--- src/rtl/serial_frame_tx_arbiter.sv ---
// Round-robin arbiter for four requesters that serializes the winner's frame
// (start, 2-bit port, length, MSB-first payload, stop) onto one idle-high line.
module serial_frame_tx_arbiter #(
    parameter int DATA_W = 8,
    parameter int LEN_W  = 4
) (
    input  logic                  clk,
    input  logic                  rst,
    input  logic [3:0]            req,
    input  logic [4*DATA_W-1:0]   data_in,
    input  logic [4*LEN_W-1:0]    len_in,
    output logic [3:0]            grant,
    output logic                  busy,
    output logic [1:0]            cur,
    output logic                  sout,
    output logic                  done,
    output logic                  err
);

    localparam int MAX_CNT = (DATA_W > LEN_W) ? DATA_W : LEN_W;
    localparam int CNT_W   = $clog2(MAX_CNT);

    typedef enum logic [2:0] {IDLE, START, ADDR, LEN, DATA, STOP} state_t;

    state_t              state_q, state_d;
    logic [1:0]          ptr_q;
    logic [1:0]          cur_q;
    logic [3:0]          grant_q;
    logic                err_q;
    logic [CNT_W-1:0]    cnt_q;
    logic [DATA_W-1:0]   data_q;
    logic [LEN_W-1:0]    len_q;
    logic [LEN_W-1:0]    len_sh;

    logic [1:0]          win;
    logic [1:0]          idx;
    logic                found;
    logic [DATA_W-1:0]   data_sel;
    logic [LEN_W-1:0]    len_sel;
    logic                len_ok;
    logic                arb;

    // First requesting index at or after the round-robin pointer
    always_comb begin
        win   = ptr_q;
        found = 1'b0;
        idx   = '0;
        for (int k = 0; k < 4; k++) begin
            idx = ptr_q + 2'(k);
            if (!found && req[idx]) begin
                win   = idx;
                found = 1'b1;
            end
        end
    end

    always_comb begin
        data_sel = '0;
        len_sel  = '0;
        for (int i = 0; i < 4; i++) begin
            if (win == 2'(i)) begin
                data_sel = data_in[i*DATA_W +: DATA_W];
                len_sel  = len_in[i*LEN_W +: LEN_W];
            end
        end
    end

    assign len_ok = (32'(len_sel) <= 32'(DATA_W));
    assign arb    = (state_q == IDLE) && (req != 4'b0000);

    always_ff @(posedge clk or negedge rst) begin
        if (!rst) state_q <= IDLE;
        else      state_q <= state_d;
    end

    always_comb begin
        state_d = state_q;
        case (state_q)
            IDLE:    if (arb && len_ok) state_d = START;
            START:   state_d = ADDR;
            ADDR:    if (cnt_q == '0) state_d = LEN;
            LEN:     if (cnt_q == '0) state_d = (len_q == '0) ? STOP : DATA;
            DATA:    if (cnt_q == '0) state_d = STOP;
            STOP:    state_d = IDLE;
            default: state_d = IDLE;
        endcase
    end

    // Control: pointer, grant/err pulses and per-field bit counter
    always_ff @(posedge clk or negedge rst) begin
        if (!rst) begin
            ptr_q   <= '0;
            cur_q   <= '0;
            grant_q <= '0;
            err_q   <= 1'b0;
            cnt_q   <= '0;
        end else begin
            grant_q <= '0;
            err_q   <= 1'b0;
            if (arb) begin
                cur_q   <= win;
                ptr_q   <= win + 2'd1;
                grant_q <= 4'b0001 << win;
                err_q   <= !len_ok;
            end
            case (state_q)
                START:   cnt_q <= CNT_W'(1);
                ADDR:    cnt_q <= (cnt_q == '0) ? CNT_W'(LEN_W - 1) : cnt_q - 1'b1;
                LEN:     cnt_q <= (cnt_q == '0) ? CNT_W'(len_q - 1'b1) : cnt_q - 1'b1;
                DATA:    cnt_q <= cnt_q - 1'b1;
                default: cnt_q <= cnt_q;
            endcase
        end
    end

    // Latched frame contents shift MSB-first while their field is on the line
    always_ff @(posedge clk) begin
        if (arb) begin
            data_q <= data_sel;
            len_q  <= len_sel;
            len_sh <= len_sel;
        end else begin
            if (state_q == LEN)  len_sh <= len_sh << 1;
            if (state_q == DATA) data_q <= data_q << 1;
        end
    end

    always_comb begin
        sout = 1'b1;
        case (state_q)
            START:   sout = 1'b0;
            ADDR:    sout = cnt_q[0] ? cur_q[1] : cur_q[0];
            LEN:     sout = len_sh[LEN_W-1];
            DATA:    sout = data_q[DATA_W-1];
            default: sout = 1'b1;
        endcase
    end

    assign busy  = (state_q != IDLE);
    assign done  = (state_q == STOP);
    assign grant = grant_q;
    assign err   = err_q;
    assign cur   = cur_q;

endmodule

--- config.mk ---
export PLATFORM = sky130hd
export DESIGN_NAME = serial_frame_tx_arbiter
export DESIGN_NICKNAME = d
export VERILOG_FILES = /design/src/rtl/serial_frame_tx_arbiter.sv
export SDC_FILE = /design/constraint.sdc
export NUM_CORES = 1
export LEC_CHECK = 0
export ABC_AREA = 1
export CAP_MARGIN = 15
export CORE_MARGIN = 1.5
export CORE_UTILIZATION = 45
export CTS_CLUSTER_DIAMETER = 60
export DETAILED_ROUTE_END_ITERATION = 7
export DONT_BUFFER_PORTS = 1
export GPL_TIMING_DRIVEN = 0
export PLACE_DENSITY = 0.67
export SKIP_CTS_REPAIR_TIMING = 1
export SYNTH_ARGS = -nofsm -noshare
export SYNTH_HDL_FRONTEND = slang
export SYNTH_SLANG_ARGS = --single-unit
--- constraint.sdc ---
create_clock -name clk -period 2.5 [get_ports clk]
set_input_delay 0.5 -clock clk [delete_from_list [all_inputs] [get_ports clk]]
set_output_delay 0.5 -clock clk [all_outputs]
set_load 0.02 [all_outputs]
== After elaboration in Yosys (flattened, before gate mapping) ==
Index checks and enable logic that the tools add are counted.

* Output and inout port bits: 10
* Register bits after elaboration: 31
* Logic and storage cells: 91

* Equality and inequality tests: 12
* Muxes and demuxes: 39
* Shift-type cells: 1
* Reductions and logical operators: 19
* Add/sub/neg operators: 6
* Order comparisons: 5

{| class="wikitable"
|+ Operator list
! operator !! count
|-
| $mux W8 || 6
|-
| $mux W4 || 7
|-
| $mux W3 || 6
|-
| $pmux W3 S5 || 1
|-
| $lt A2 B3 Y1 const B || 4
|-
| $pmux W3 S4 || 1
|-
| $mux W1 || 10
|-
| $bmux W1 S2 || 4
|-
| $reduce_bool A4 Y1 || 2
|-
| $eq A3 B2 Y1 const B || 2
|-
| $eq A3 B3 Y1 const B || 2
|-
| $logic_not A3 Y1 || 2
|-
| $mux W2 || 3
|-
| $ne A2 B2 Y1 const B || 3
|-
| $sub A3 B1 Y3 const B || 2
|-
| $logic_and A1 B1 Y1 || 5
|-
| $add A2 B1 Y2 const B || 2
|-
| $add A2 B2 Y2 const B || 2
|-
| $eq A2 B2 Y1 const B || 2
|-
| $le A4 B4 Y1 const B || 1
|-
| $logic_not A1 Y1 || 4
|-
| $logic_not A4 Y1 || 1
|-
| $pmux W1 S4 || 1
|-
| $reduce_and A4 Y1 || 1
|-
| other kinds (7) || 8
|}

== Depth between registers and ports, before layout ==
* Depth after elaboration: 21
* Mapped depth: 26
* Depth with buffers taken out: 25

== Worst setup path before layout ==
Ideal clock, no wire load.

* Path type: flip-flop to flip-flop
* From: reg ptr_q[0]
* To: reg state_q[0]
* Path slack: 25 ps
* Arrival time: 2410 ps
* Data required time: 2435 ps
* Path buffers: 2
* Stages on the path, launching flop included: 25
* Cell sequence: dfrtp_1 buf_6 inv_4 nand2_2 nand2_2 inv_2 nand2_2 nand2_4 nor2_4 nand3_2 nand2_1 nand2_1 nand2_2 inv_1 ha_1 buf_2 a21oi_1 nand2_1 a21oi_2 nand3_1 nand2_1 nand2_1 nand2_2 nand3_1 nand2_1

* Longest elaborated chain between the ends: 21
* Elaborated cells on any way between the ends: 35
* Classes of those cells: 3 x add/sub; 1 x order compare; 4 x eq/ne; 18 x mux; 9 x reduce/logical

{| class="wikitable"
|+ Ends and longest elaborated chain
! item !! line !! RTL
|-
| start: declaration || 26 || <nowiki>logic [1:0] ptr_q;</nowiki>
|-
| start signal: assignment || 102 || <nowiki>ptr_q <= win + 2'd1;</nowiki>
|-
| parallel branches: the longest is 11 deep, another holds $add A2 B1 Y2 || n/a ||
|-
| $mux W2 (*) || 50 || <nowiki>if (!found && req[idx]) begin</nowiki>
|-
| net win[1] || 35 || <nowiki>logic [1:0] win;</nowiki>
|-
| $logic_not A2 Y1 || 61 || <nowiki>if (win == 2'(i)) begin</nowiki>
|-
| $mux W4 (3 in series) || 61 ||
|-
| $mux W4 (*) || 61 ||
|-
| $le A4 B4 Y1 (*) || 68 || <nowiki>assign len_ok = (32'(len_sel) <= 32'(DATA_W));</nowiki>
|-
| $logic_and A1 B1 Y1 (*) || 79 || <nowiki>IDLE: if (arb && len_ok) state_d = START;</nowiki>
|-
| $ne A2 B1 Y1 (no line) (*) || n/a ||
|-
| $reduce_and A4 Y1 (no line) (*) || n/a ||
|-
| end signal: assignment || 73 || <nowiki>else state_q <= state_d;</nowiki>
|-
| end: declaration || 25 || <nowiki>state_t state_q, state_d;</nowiki>
|}

Mark *: on every way through the listed nets, which the timed path passes. The select of a mux whose other input is x is not followed.
A chain may end at the register's enable or synchronous reset.

== Final worst setup path ==
Ends and elaborated chain as after synthesis.

==> results.toml <==
[timing]
final.setup.worst_slack_ns = -0.192
fin_worst_skew_ns = 0.00448
report.final.slew_viol_count = 0
finalSetupViolCount = 12
minimum_period_implied_by_the_final_worst_setup_slack_ns = 2.69
finalHoldViolCount = 0
tightestPinTransition_ns = 0.715
final.period_utilization_pct = 108
max_freq_ghz = 0.371
fin_tns_setup_ns = -0.970
grt_setup_unrepaired = "true"
timing.max_slew.rel_slack_pct = 52.2

[clock_tree]
cts_inserted_buffers = 5
worst_skew_pair.late_latency_ns = 0.28
clkSlewWorstSetupHoldPaths_ns = 0.06
max-clock-path-buffers = 2
cts_htree_levels = 2
sink_count = 31
clk_root_buffer_cell = "clkbuf_8"
cts_tree = "built"

[floorplan]
fp.dieArea_um2 = 5220
floorplan.io_pins = 64
coreArea_um2 = 4660
fp.dieH_um = 72.3
starting_density_pct = 46.3
fp-row-count = 25
die_w_um = 72.3

[layout]
n_fill_cell = 449
final_nets = 370
antenna_cells_inserted = 0
signed_area_change_from_the_synthesized_netlist_to_the_final_layout_pct = 18.0
post_route_cells_drive_above_1_share_pct = 24.5

[logic_synthesis]
ys.flop_type = "edfxtp_1"
number_of_enable_flip_flop_cells_after_synthesis = 16
asyncSetResetFlopFracSynth_pct = 48.4
synth_seq_cells = 31
yosys_warnings = 0
seq_area_frac_synth_pct = 39.7
synth_cell_type_count = 33
syn_avg_cell_area_um2 = 7.39
syn-num-nets = 353
syn-cell-area_um2 = 2160
synth_cells = 292

[setup_path]
critPathKind = "reg2reg"
critical_path.max_fanout = 8
cp.required_ns = 2.72
worst_r2r_path_depth = 24
critical_path.startpoint_type = "flip-flop"
setup.worst_path.end_class = "flip-flop"
critical_path_arrival_ns = 2.91

[drt]
drc = 0
count_of_vias_placed_by_the_detailed_router = 1904
postRouteAntennaNets = 0
postRouteWirelength_mm = 4.79
wire_per_inst_um = 13.2
dr.first_iter.drc_count = 98
dr.pass1.iters = 4
vias_per_cell = 5.23

[place]
gp_congestion = 0.803
pre_cts_ws_ns = -0.363
dpl.hpwl_mm = 3.52
io_buffer_count = 0

[global_routing]
via_count_of_the_first_global_routing_pass = 1750
gr-total-overflow = 0
first_pass_grt_wire_length_mm = 7.61
grt_use_total_pct = 18.7
grt_antenna_before_repair = 0
grt_max_degree = 16

[run]
maxCapViolCount = 0

[min_path]
min_path_cells = 2
hold_path_class = "in2reg"

[status]
violations = "negative setup slack"
run_status = "finished, violations left"
per-layer routing:
| metal | vias up | part of all wire, % | routed length (um) | GRT usage (%) |
|---|---|---|---|---|
| li1 | 984 | - | - | - |
| met1 | 865 | 46 | 2220 | 24.7 |
| met2 | 48 | 48 | 2300 | 30.9 |
| met3 | 7 | 4.1 | 196 | 2.92 |
| met4 | 0 | 1.6 | 79 | 7.55 |
| met5 | - | 0 | 0 | 0 |
layout by cell type (no fill, tap or decap), types with 2 or more instances in the layout:
master and n:
nand2_1 93, inv_1 24, nand3_1 20, o21ai_0 18, nor2_1 16, edfxtp_1 16, dfrtp_1 14, nand2_2 13
o211ai_1 9, buf_4 9, inv_2 7, nand2_4 6, a21oi_1 6, buf_6 5, clkbuf_8 5, nor2_2 4
o21ai_1 4, nand3_2 4, ha_1 4, nor2_4 3, a21oi_2 3, inv_4 2, buf_2 2, xor2_1 2
ha_4 2, clkbuf_1 2
per-stage QoR:
stage,utilization (%),cells,hold slack [ns],cell area [um^2]
2_1_floorplan,-,292,0.204,2160
3_3_place_gp,47.8,346,0.205,2230
3_5_place_dp,47.8,346,0.205,2230
4_1_cts,50.0,354,-0.104,2330
5_1_grt,54.7,364,0.430,2550
6_report,54.7,364,0.416,2550
registers in the layout (all words and copies together), names as in the netlist:
name and count:
cnt_q 3, cur 2, data_q 8, err 1, grant 4, len_q 4
len_sh 4, ptr_q 2, state_q 3
cells by family after synthesis:
family                     count (synthesis)  synth area share [%]
and+or+nand+nor                          163                  33.4
AOI/OAI and AO/OA                         46                  12.9
buffers and inverters                     43                  9.22
DFF                                       31                  39.7
adders and majority gates                  7                  4.06
xor gates and xnor gates                   2                 0.812
final cells by class:
cell class                 count  area (um^2)  share of cell area, %
inverter                      35          145                   5.70
sequential                    31          857                   33.6
clock buffer                   7         76.3                   3.00
clock inverter                 1         30.0                   1.18
tap                           54         67.6                   2.65
timing repair buffer          10         77.6                   3.05
buffer                         8         73.8                   2.90
multi-input combinational    218         1220                   47.9
path summary, 6_finish.rpt:
check	from	to	slack (ns)
worst max-delay path	ptr_q[0]$_DFFE_PN0P_	state_q[0]$_DFFE_PN0P_	-0.19
worst min-delay path	data_in[24]	data_q[0]$_SDFFCE_PN0P_	0.42
worst max register to register	ptr_q[0]$_DFFE_PN0P_	state_q[0]$_DFFE_PN0P_	-0.19
worst min register to register	len_sh[1]$_DFFE_PP_	len_sh[2]$_DFFE_PP_	0.54
max in group asynchronous	rst	ptr_q[1]$_DFFE_PN0P_	1.29
min in group asynchronous	rst	grant[2]$_DFF_PN0_	0.71
worst max-delay path, stage by stage (launching register included):
cell     delay (ns)
dfrtp_1        0.37
buf_6          0.14
inv_8          0.08
nand2_2        0.05
nand2_2        0.09
nand2_1        0.06
nand2_1        0.07
nand2_1        0.07
inv_2          0.07
nand3_2        0.08
nand2_1        0.07
nand2_1        0.07
nand2_2        0.13
inv_2          0.07
ha_4           0.19
buf_6          0.12
a21oi_1        0.11
nand2_1        0.08
a21oi_2        0.20
nand3_1        0.09
nand2_1        0.10
nand2_1        0.07
nand2_2        0.10
nand3_1        0.07
nand2_1        0.06
synthesized netlist by cell type (2+ instances only):
library cell  count  area [um^2]
nand2_4           2         22.5
nor2_1           16         60.1
a21oi_1           7         35.0
buf_2             3         15.0
buf_6             4         45.0
o21ai_1           4         20.0
a21oi_2           2         17.5
ha_1              7         87.6
o21ai_0          19         95.1
nor2_2            5         31.3
nand2_1         103          387
nand3_2           2         20.0
dfrtp_1          15          375
xor2_1            2         17.5
o211ai_1          9         67.6
inv_2             7         26.3
edfxtp_1         16          480
nor2_4            2         22.5
nand2_2           7         43.8
inv_1            26         97.6
nand3_1          22          110
Power is left out: the tool's default activity adds up to more than one toggle a clock period on the data nets, which glitch-free logic cannot reach.
